## config.mk

```make
export PLATFORM = sky130hd
export DESIGN_NAME = pipeline_stall_controller
export DESIGN_NICKNAME = d
export VERILOG_FILES = /design/src/rtl/pipeline_stall_controller_pkg.sv /design/src/rtl/pipeline_stall_controller_sat_counter.sv /design/src/rtl/pipeline_stall_controller.sv
export SDC_FILE = /design/constraint.sdc
export NUM_CORES = 1
export LEC_CHECK = 0
export ABC_AREA = 1
export CORE_ASPECT_RATIO = 0.7
export CORE_MARGIN = 1
export CORE_UTILIZATION = 25
export DETAILED_ROUTE_END_ITERATION = 6
export PLACE_DENSITY = 0.46
export SYNTH_ARGS = -nofsm -noshare
export SYNTH_HDL_FRONTEND = slang
export SYNTH_HIERARCHICAL = 1
export SYNTH_SLANG_ARGS = --single-unit
```

## constraint.sdc

```tcl
create_clock -name clk -period 2.9 [get_ports clk]
set_input_delay 0.725 -clock clk [delete_from_list [all_inputs] [get_ports clk]]
set_output_delay 0.725 -clock clk [all_outputs]
set_load 0.03 [all_outputs]
```

## src/rtl/pipeline_stall_controller_pkg.sv

```systemverilog
// Shared definitions for the pipeline hazard/stall controller.
package pipeline_stall_controller_pkg;

  typedef enum logic [1:0] {
    ST_RUN      = 2'd0,
    ST_MEM_WAIT = 2'd1,
    ST_FAULT    = 2'd2
  } stall_state_e;

  localparam int MEM_TIMEOUT_DEF = 15;
  localparam int CNT_W_DEF       = 16;

  // Load in EX whose destination feeds an operand of the instruction in ID.
  // x0 is never a real dependency.
  function automatic logic is_load_use(input logic       mem_read,
                                       input logic [4:0] rd,
                                       input logic [4:0] rs1,
                                       input logic [4:0] rs2);
    return mem_read && (rd != 5'd0) && ((rd == rs1) || (rd == rs2));
  endfunction

endpackage

```

## src/rtl/pipeline_stall_controller_sat_counter.sv

```systemverilog
// Saturating up-counter used for the stall/flush performance counters.
module sat_counter #(
  parameter int WIDTH = 16
) (
  input  logic             clk,
  input  logic             rst,
  input  logic             inc,
  output logic [WIDTH-1:0] count
);

  // Count up on inc, hold at all-ones instead of wrapping.
  always_ff @(posedge clk) begin
    if (rst) begin
      count <= '0;
    end else if (inc && (count != '1)) begin
      count <= count + WIDTH'(1);
    end
  end

endmodule

```

## src/rtl/pipeline_stall_controller.sv

```systemverilog
// Pipeline stall/flush controller: data-memory wait freeze with timeout,
// load-use interlock, taken-branch flush and performance counters.
//
// state       | meaning
// ------------+-----------------------------------------------------------
// ST_RUN      | normal flow; load-use / branch / new memory wait evaluated
// ST_MEM_WAIT | pipeline frozen waiting on dmem_ready, wait_cnt counting
// ST_FAULT    | memory timed out; frozen with mem_fault until rst
//
// wait_cnt holds the number of MEM_WAIT cycles entered so far. Ready seen
// in the MEM_WAIT cycle where wait_cnt == MEM_TIMEOUT still releases; if it
// is still low there, the next cycle is FAULT.
module pipeline_stall_controller
  import pipeline_stall_controller_pkg::*;
#(
  parameter int MEM_TIMEOUT = MEM_TIMEOUT_DEF,
  parameter int CNT_W       = CNT_W_DEF
) (
  input  logic             clk,
  input  logic             rst,
  input  logic             ID_EX_MemRead,
  input  logic [4:0]       ID_EX_Rd,
  input  logic [4:0]       IF_ID_Rs1,
  input  logic [4:0]       IF_ID_Rs2,
  input  logic             branch_taken_ID,
  input  logic             EX_MEM_MemReq,
  input  logic             dmem_ready,
  output logic             PCWrite,
  output logic             IF_ID_Write,
  output logic             IF_ID_Flush,
  output logic             ID_EX_Flush,
  output logic             EX_MEM_Write,
  output logic             MEM_WB_Flush,
  output logic             mem_fault,
  output logic [CNT_W-1:0] stall_count,
  output logic [CNT_W-1:0] flush_count
);

  localparam int WAIT_W = $clog2(MEM_TIMEOUT + 1);

  stall_state_e      state_q, state_d;
  logic [WAIT_W-1:0] wait_cnt_q, wait_cnt_d;
  logic              mem_wait;
  logic              load_use;
  logic              stall_inc;
  logic              flush_inc;

  assign mem_wait = EX_MEM_MemReq && !dmem_ready;
  assign load_use = is_load_use(ID_EX_MemRead, ID_EX_Rd, IF_ID_Rs1, IF_ID_Rs2);

  // State and wait counter registers.
  always_ff @(posedge clk) begin
    if (rst) begin
      state_q    <= ST_RUN;
      wait_cnt_q <= '0;
    end else begin
      state_q    <= state_d;
      wait_cnt_q <= wait_cnt_d;
    end
  end

  // Next-state and pipeline control outputs; memory wait beats load-use
  // beats branch, and a masked event simply shows up again next cycle.
  always_comb begin
    state_d      = state_q;
    wait_cnt_d   = wait_cnt_q;
    PCWrite      = 1'b1;
    IF_ID_Write  = 1'b1;
    EX_MEM_Write = 1'b1;
    IF_ID_Flush  = 1'b0;
    ID_EX_Flush  = 1'b0;
    MEM_WB_Flush = 1'b0;

    if (rst) begin
      PCWrite      = 1'b0;
      IF_ID_Write  = 1'b0;
      EX_MEM_Write = 1'b0;
      IF_ID_Flush  = 1'b1;
      ID_EX_Flush  = 1'b1;
      MEM_WB_Flush = 1'b1;
    end else begin
      unique case (state_q)
        ST_RUN, ST_MEM_WAIT: begin
          if ((state_q == ST_RUN) ? mem_wait : !dmem_ready) begin
            PCWrite      = 1'b0;
            IF_ID_Write  = 1'b0;
            EX_MEM_Write = 1'b0;
            MEM_WB_Flush = 1'b1;
            if (state_q == ST_RUN) begin
              state_d    = ST_MEM_WAIT;
              wait_cnt_d = WAIT_W'(1);
            end else if (wait_cnt_q == WAIT_W'(MEM_TIMEOUT)) begin
              state_d = ST_FAULT;
            end else begin
              wait_cnt_d = wait_cnt_q + WAIT_W'(1);
            end
          end else begin
            state_d    = ST_RUN;
            wait_cnt_d = '0;
            if (load_use) begin
              PCWrite     = 1'b0;
              IF_ID_Write = 1'b0;
              ID_EX_Flush = 1'b1;
            end else if (branch_taken_ID) begin
              IF_ID_Flush = 1'b1;
            end
          end
        end
        ST_FAULT: begin
          PCWrite      = 1'b0;
          IF_ID_Write  = 1'b0;
          EX_MEM_Write = 1'b0;
          MEM_WB_Flush = 1'b1;
        end
        default: begin
          state_d    = ST_RUN;
          wait_cnt_d = '0;
        end
      endcase
    end
  end

  assign mem_fault = (state_q == ST_FAULT);

  // Counter enables: FAULT freeze is not a stall, reset cycles count nothing.
  assign stall_inc = !rst && (state_q != ST_FAULT) && !PCWrite;
  assign flush_inc = !rst && (IF_ID_Flush || ID_EX_Flush);

  sat_counter #(.WIDTH(CNT_W)) u_stall_cnt (
    .clk   (clk),
    .rst   (rst),
    .inc   (stall_inc),
    .count (stall_count)
  );

  sat_counter #(.WIDTH(CNT_W)) u_flush_cnt (
    .clk   (clk),
    .rst   (rst),
    .inc   (flush_inc),
    .count (flush_count)
  );

endmodule

```

Word level (Yosys, flattened, before mapping)
Index checks and enable logic that the tools add are counted.
W data, S select, Z words.

storage, ports and cells
  logic and storage cells = 64
  input bits = 21
  bits in registers = 38

operators by class
  add/subtract/negate cells = 3
  muxes and demuxes = 28
  bitwise operators = 1
  equal/unequal tests = 10
  reduce and logical (&&, ||, !) cells = 18

operators with widths
  operator                 count
  $add A16 B1 Y16 const B  2
  $ne A16 B16 Y1 const B   2
  $mux W1                  17
  $mux W4                  3
  $eq A5 B5 Y1             2
  $logic_and A1 B1 Y1      8
  $ne A4 B4 Y1 const B     2
  $pmux W4 S2              1
  $mux W2                  3
  $pmux W1 S2              3
  $reduce_bool A5 Y1       1
  $add A4 B1 Y4 const B    1
  $eq A4 B4 Y1 const B     1
  $pmux W2 S2              1
  $reduce_and A2 Y1        2
  $logic_not A1 Y1         3
  $eq A2 B1 Y1 const B     1
  $eq A2 B2 Y1 const B     1
  $logic_not A2 Y1         1
  $logic_or A1 B1 Y1       2
  $ne A2 B2 Y1 const B     1
  $reduce_or A2 Y1         1
  $not A1 Y1               1

Logic depth before layout (Yosys ltp)
  depth in word-level cells = 10
  depth in mapped cells = 16
  mapped depth without buffers = 15

By module
The synthesis kept the hierarchy.

modules (own cells, without submodules)
  module                     area an instance (µm²)  times used  cells an instance
  sat_counter                929.6                   2           149
  pipeline_stall_controller  599.3                   1           111

Least setup slack after synthesis
No wires, ideal clock.

  kind = input port to output port
  from = in ID_EX_Rd[1]
  to = out PCWrite
  required time = 2.175 ns
  stages = 8
  arrival time = 1.963 ns
  slack = 0.212 ns
  cells stage by stage = inv_1 -> nand4_1 -> o21ai_0 -> inv_1 -> nand3_1 -> nand2_1 -> nor2_1 -> buf_4

between the ends
  cells in the longest elaborated chain, start to end = 7
  elaborated cells on any way between the ends = 10
  those cells by class = eq/ne (2); mux (4); reduce/logical (4)

ends and longest elaborated chain
  what                                                       RTL line                             source
  from (decl)                                                pipeline_stall_controller.sv:22      input logic [4:0] ID_EX_Rd,
  $eq A5 B5 Y1 or $reduce_bool A5 Y1 (tied branches)         pipeline_stall_controller_pkg.sv:19  return mem_read && (rd != 5'd0) && ((rd == rs1) || (rd == rs2));
  $logic_or A1 B1 Y1 or $logic_and A1 B1 Y1 (tied branches)  pipeline_stall_controller_pkg.sv:19
  $logic_and A1 B1 Y1 (*)                                    pipeline_stall_controller_pkg.sv:19
  $mux W1 (*) (2 in a row)                                   --
  $pmux W1 S2 (*)                                            --
  $mux W1 (*)                                                --
  to (decl)                                                  pipeline_stall_controller.sv:28      output logic PCWrite,

Mark *: on every way between the ends. The rest lies on a longest branch, timed or not.

Final worst setup path
  from = in IF_ID_Rs2[1]
  to = out IF_ID_Write

between the ends
  cells in the longest elaborated chain, start to end = 7

ends and longest elaborated chain
  what                 RTL line                             source
  from (decl)          pipeline_stall_controller.sv:24      input logic [4:0] IF_ID_Rs2,
  $eq A5 B5 Y1         pipeline_stall_controller_pkg.sv:19
  $logic_or A1 B1 Y1   pipeline_stall_controller_pkg.sv:19
  $logic_and A1 B1 Y1  pipeline_stall_controller_pkg.sv:19
  $mux W1              pipeline_stall_controller.sv:100     if (load_use) begin
  $mux W1              pipeline_stall_controller.sv:84      if ((state_q == ST_RUN) ? mem_wait : !dmem_ready) begin
  $pmux W1 S2          pipeline_stall_controller.sv:82      unique case (state_q)
  $mux W1              pipeline_stall_controller.sv:74      if (rst) begin
  to (decl)            pipeline_stall_controller.sv:29      output logic IF_ID_Write,

No other way between the ends.

==> impl_results.md <==
- Outcome: completed
- Switching Share: 24.1%
- CTS tree: built
- Clock power frac: 43.4%
- DP Wirelength: ~5200 µm
- FF+latch count, synth: 38
- Nets: 500
- Top cell type's share of synthesized area: 30.9%
- Crit path launch type: input pin
- Comb power frac: 13.0%
- Final hold violation count: 0
- IO Port Bufs: 59
- CP Capture Type: primary output
- Final worst path period share: 96.1%
- Crit path time final: between 2 and 3 ns
- WL per Instance: 11.0 µm
- CTS H-tree depth: 2
- Rows: 29
- Share of layout cells above drive strength 1: 12.8%
- Area delta synth->final: 37.1%
- Root Buffer: clkbuf_16
- Syn_nets: 433
- Power density cells: 363 nW/µm²
- Placed cell areas: between 3000 and 4000 µm²
- Mapped Area: 2460 µm²
- Fin area: 3370 µm²
- Register area share after synthesis: between 30 and 40%
- Via count: 2556
- Synth area leaders: dfxtp_1 31%, nand2_1 19%, nor2_1 13%
- Worst-path fanout max: 2
- Tot Pwr: 1230 µW
- Worst-path clk slew: ~0.050 ns
- Deepest clock path buffer count: 2
- Final core utilization: 36.3%
- Initial core utilization: 26.5%
- Die height: between 80 and 90 µm
- Die area: 10200 µm²
- Cell taking the most area after synthesis: dfxtp_1
- Required time worst endpoint: around 2.2 ns
- GPL Wtd Cong: 0.810
- Syn avg cell area: 6.01 µm²
- Post-Route WL: 6600 µm
- DRT Pass-1 Iters: 4
- GRT overflow: 0
- Synthesized netlist cell count: 409
- Sequential fraction of design power: 43.6%
- Max Cap Violations: 0
- CP Class: in -> out
- RSZ-0062 raised after global routing: true
- Core area: 9290 µm²
- # IOs: 60
- Slew Viols, Final: 0
- Clk Latency, worst-skew pair: ~0.28 ns
- Peak VDD IR: roughly 180 µV
- Clock Sinks: 38
- Arr. time, crit path: 2.06 ns
- Initial antenna violation count: 0
- Final setup violation count: 0
- 1st-iter DRT viols: 128
- Library cells used by synthesis: 24
- Total GRT Usage: between 10% and 20%
- Final worst clock skew: 0.00841 ns
- Largest net degree at the start of global routing: 17
- Int Pwr: 929 µW
- Synth Warn #: 6
- Number of routed nets with antenna violations: 0
- Antenna diode count: 0
- Die width: 121 µm
- Hold Crit Class: reg -> reg
- Residual DRC: 0
- Final Non-Filler Cells: 599
- Post-CTS Hold Fix Bufs: 0
- Fmax: 359 MHz
- TritonCTS Buffers: 5
- Vias per Instance: ~4.3
- First-pass GRT wire length: 11200 µm
- Vias in the first global route: 2386
- Slew headroom: between 60% and 70%
- Slew @ Worst Pin: 0.566 ns
- Total net switching power: 296 µW
- Lkg Pwr: about 0.0015 µW
- Post-Place Cells: 593
-- flip-flops by register name, indices dropped and copies added, names as in the netlist --
name and cells:
u_flush_cnt/count 16, u_stall_cnt/count 16, wait_cnt_q 4, state_q 2
-- synth_stat cells, drive strengths merged --
cell type	n
o22ai	1
nand4	7
ha	3
o21ai	6
clkbuf	2
inv	48
nand2	131
buf	3
nor2	112
dfxtp	38
or2	2
nand3	32
a21oi	18
nor3	4
xnor2	2
-- placed cells by master (no fill, tap or decap), types with 3 or more instances in the layout --
cell             count
nor2_4               4
clkdlybuf4s50_1     47
ha_1                 3
dfxtp_1             38
o21ai_0              3
nand2_2              9
nand4_1              7
inv_1               47
nor2_2              22
a21oi_1             17
nor2_1              84
clkbuf_16            5
nor3_1               3
buf_4               12
nand3_1             31
nand2_1            122
dlymetal6s2s_1       6
-- cell type report --
| cell class | count | area, µm² |
|---|---|---|
| fill | 1025 | 5920 |
| multi-input combinational | 318 | 1500 |
| tap | 124 | 155 |
| clock buffer | 6 | 139 |
| sequential | 38 | 761 |
| timing repair buffer | 65 | 636 |
| inverter | 48 | 180 |
-- worst max-delay path: stages --
cell and delay [ns]:
clkdlybuf4s50_1 0.48, inv_1 0.05, nand2_1 0.06, nand2_1 0.07, nor2_1 0.10, nand3_1 0.11, nand2_2 0.10, nand3_2 0.07
nand2_1 0.07, nor2_1 0.05, buf_4 0.16
-- power by group through the flow --
| stage | clock network, µW | registers, µW | logic, µW |
|---|---|---|---|
| 2_1_floorplan | 0 | 553 | 82.9 |
| 3_3_place_gp | 0 | 545 | 158 |
| 3_5_place_dp | 0 | 546 | 160 |
| 4_1_cts | 558 | 534 | 160 |
| 5_1_grt | 582 | 535 | 179 |
| 6_report | 531 | 534 | 160 |
-- per-layer routing --
layer | global-route usage, % | vias up | wire length [µm]
li1 | - | 1398 | -
met1 | 20.4 | 1101 | 3670
met2 | 19.4 | 52 | 2530
met3 | 3.23 | 5 | 350
met4 | 3.03 | 0 | 51
met5 | 0 | - | 0
-- stage by stage --
stage	setup WS (ns)	TNS, ns	hold slack [ns]
4_1_cts	0.00506	0	0.496
3_3_place_gp	-0.0794	-0.180	0.476
3_5_place_dp	-0.0922	-0.455	0.483
2_1_floorplan	0.212	0	0.451
6_report	0.114	0	0.490
5_1_grt	-0.0226	-0.0226	0.529
-- cell families (layout without fill, tap and decap cells) --
group	count (synthesis)	in the layout	synth area share, %
xor gates and xnor gates	2	2	0.713
buffers and inverters	53	119	8.65
adders and majority gates	3	3	1.53
and+or+nand+nor	288	288	52.3
DFF	38	38	30.9
AOI/OAI and AO/OA	25	25	5.85
-- timing repair --
| action | in CTS | in global routing |
|---|---|---|
| gates resized for setup | 1 | 11 |
| setup endpoints to repair | 2 | 9 |
| pin swaps | 0 | 4 |
| setup buffers | 0 | 0 |
-- worst paths after layout --
path,startpoint,end,slack [ns],cells past startpoint
worst max-delay path,IF_ID_Rs2[1],IF_ID_Write,0.11,11
worst min-delay path,wait_cnt_q[2],wait_cnt_q[2],0.49,2
worst max register to register,state_q[1],u_flush_cnt/count[13],0.85,12
worst min register to register,wait_cnt_q[2],wait_cnt_q[2],0.49,2
Note: power is estimated with default switching activity, not from simulation.
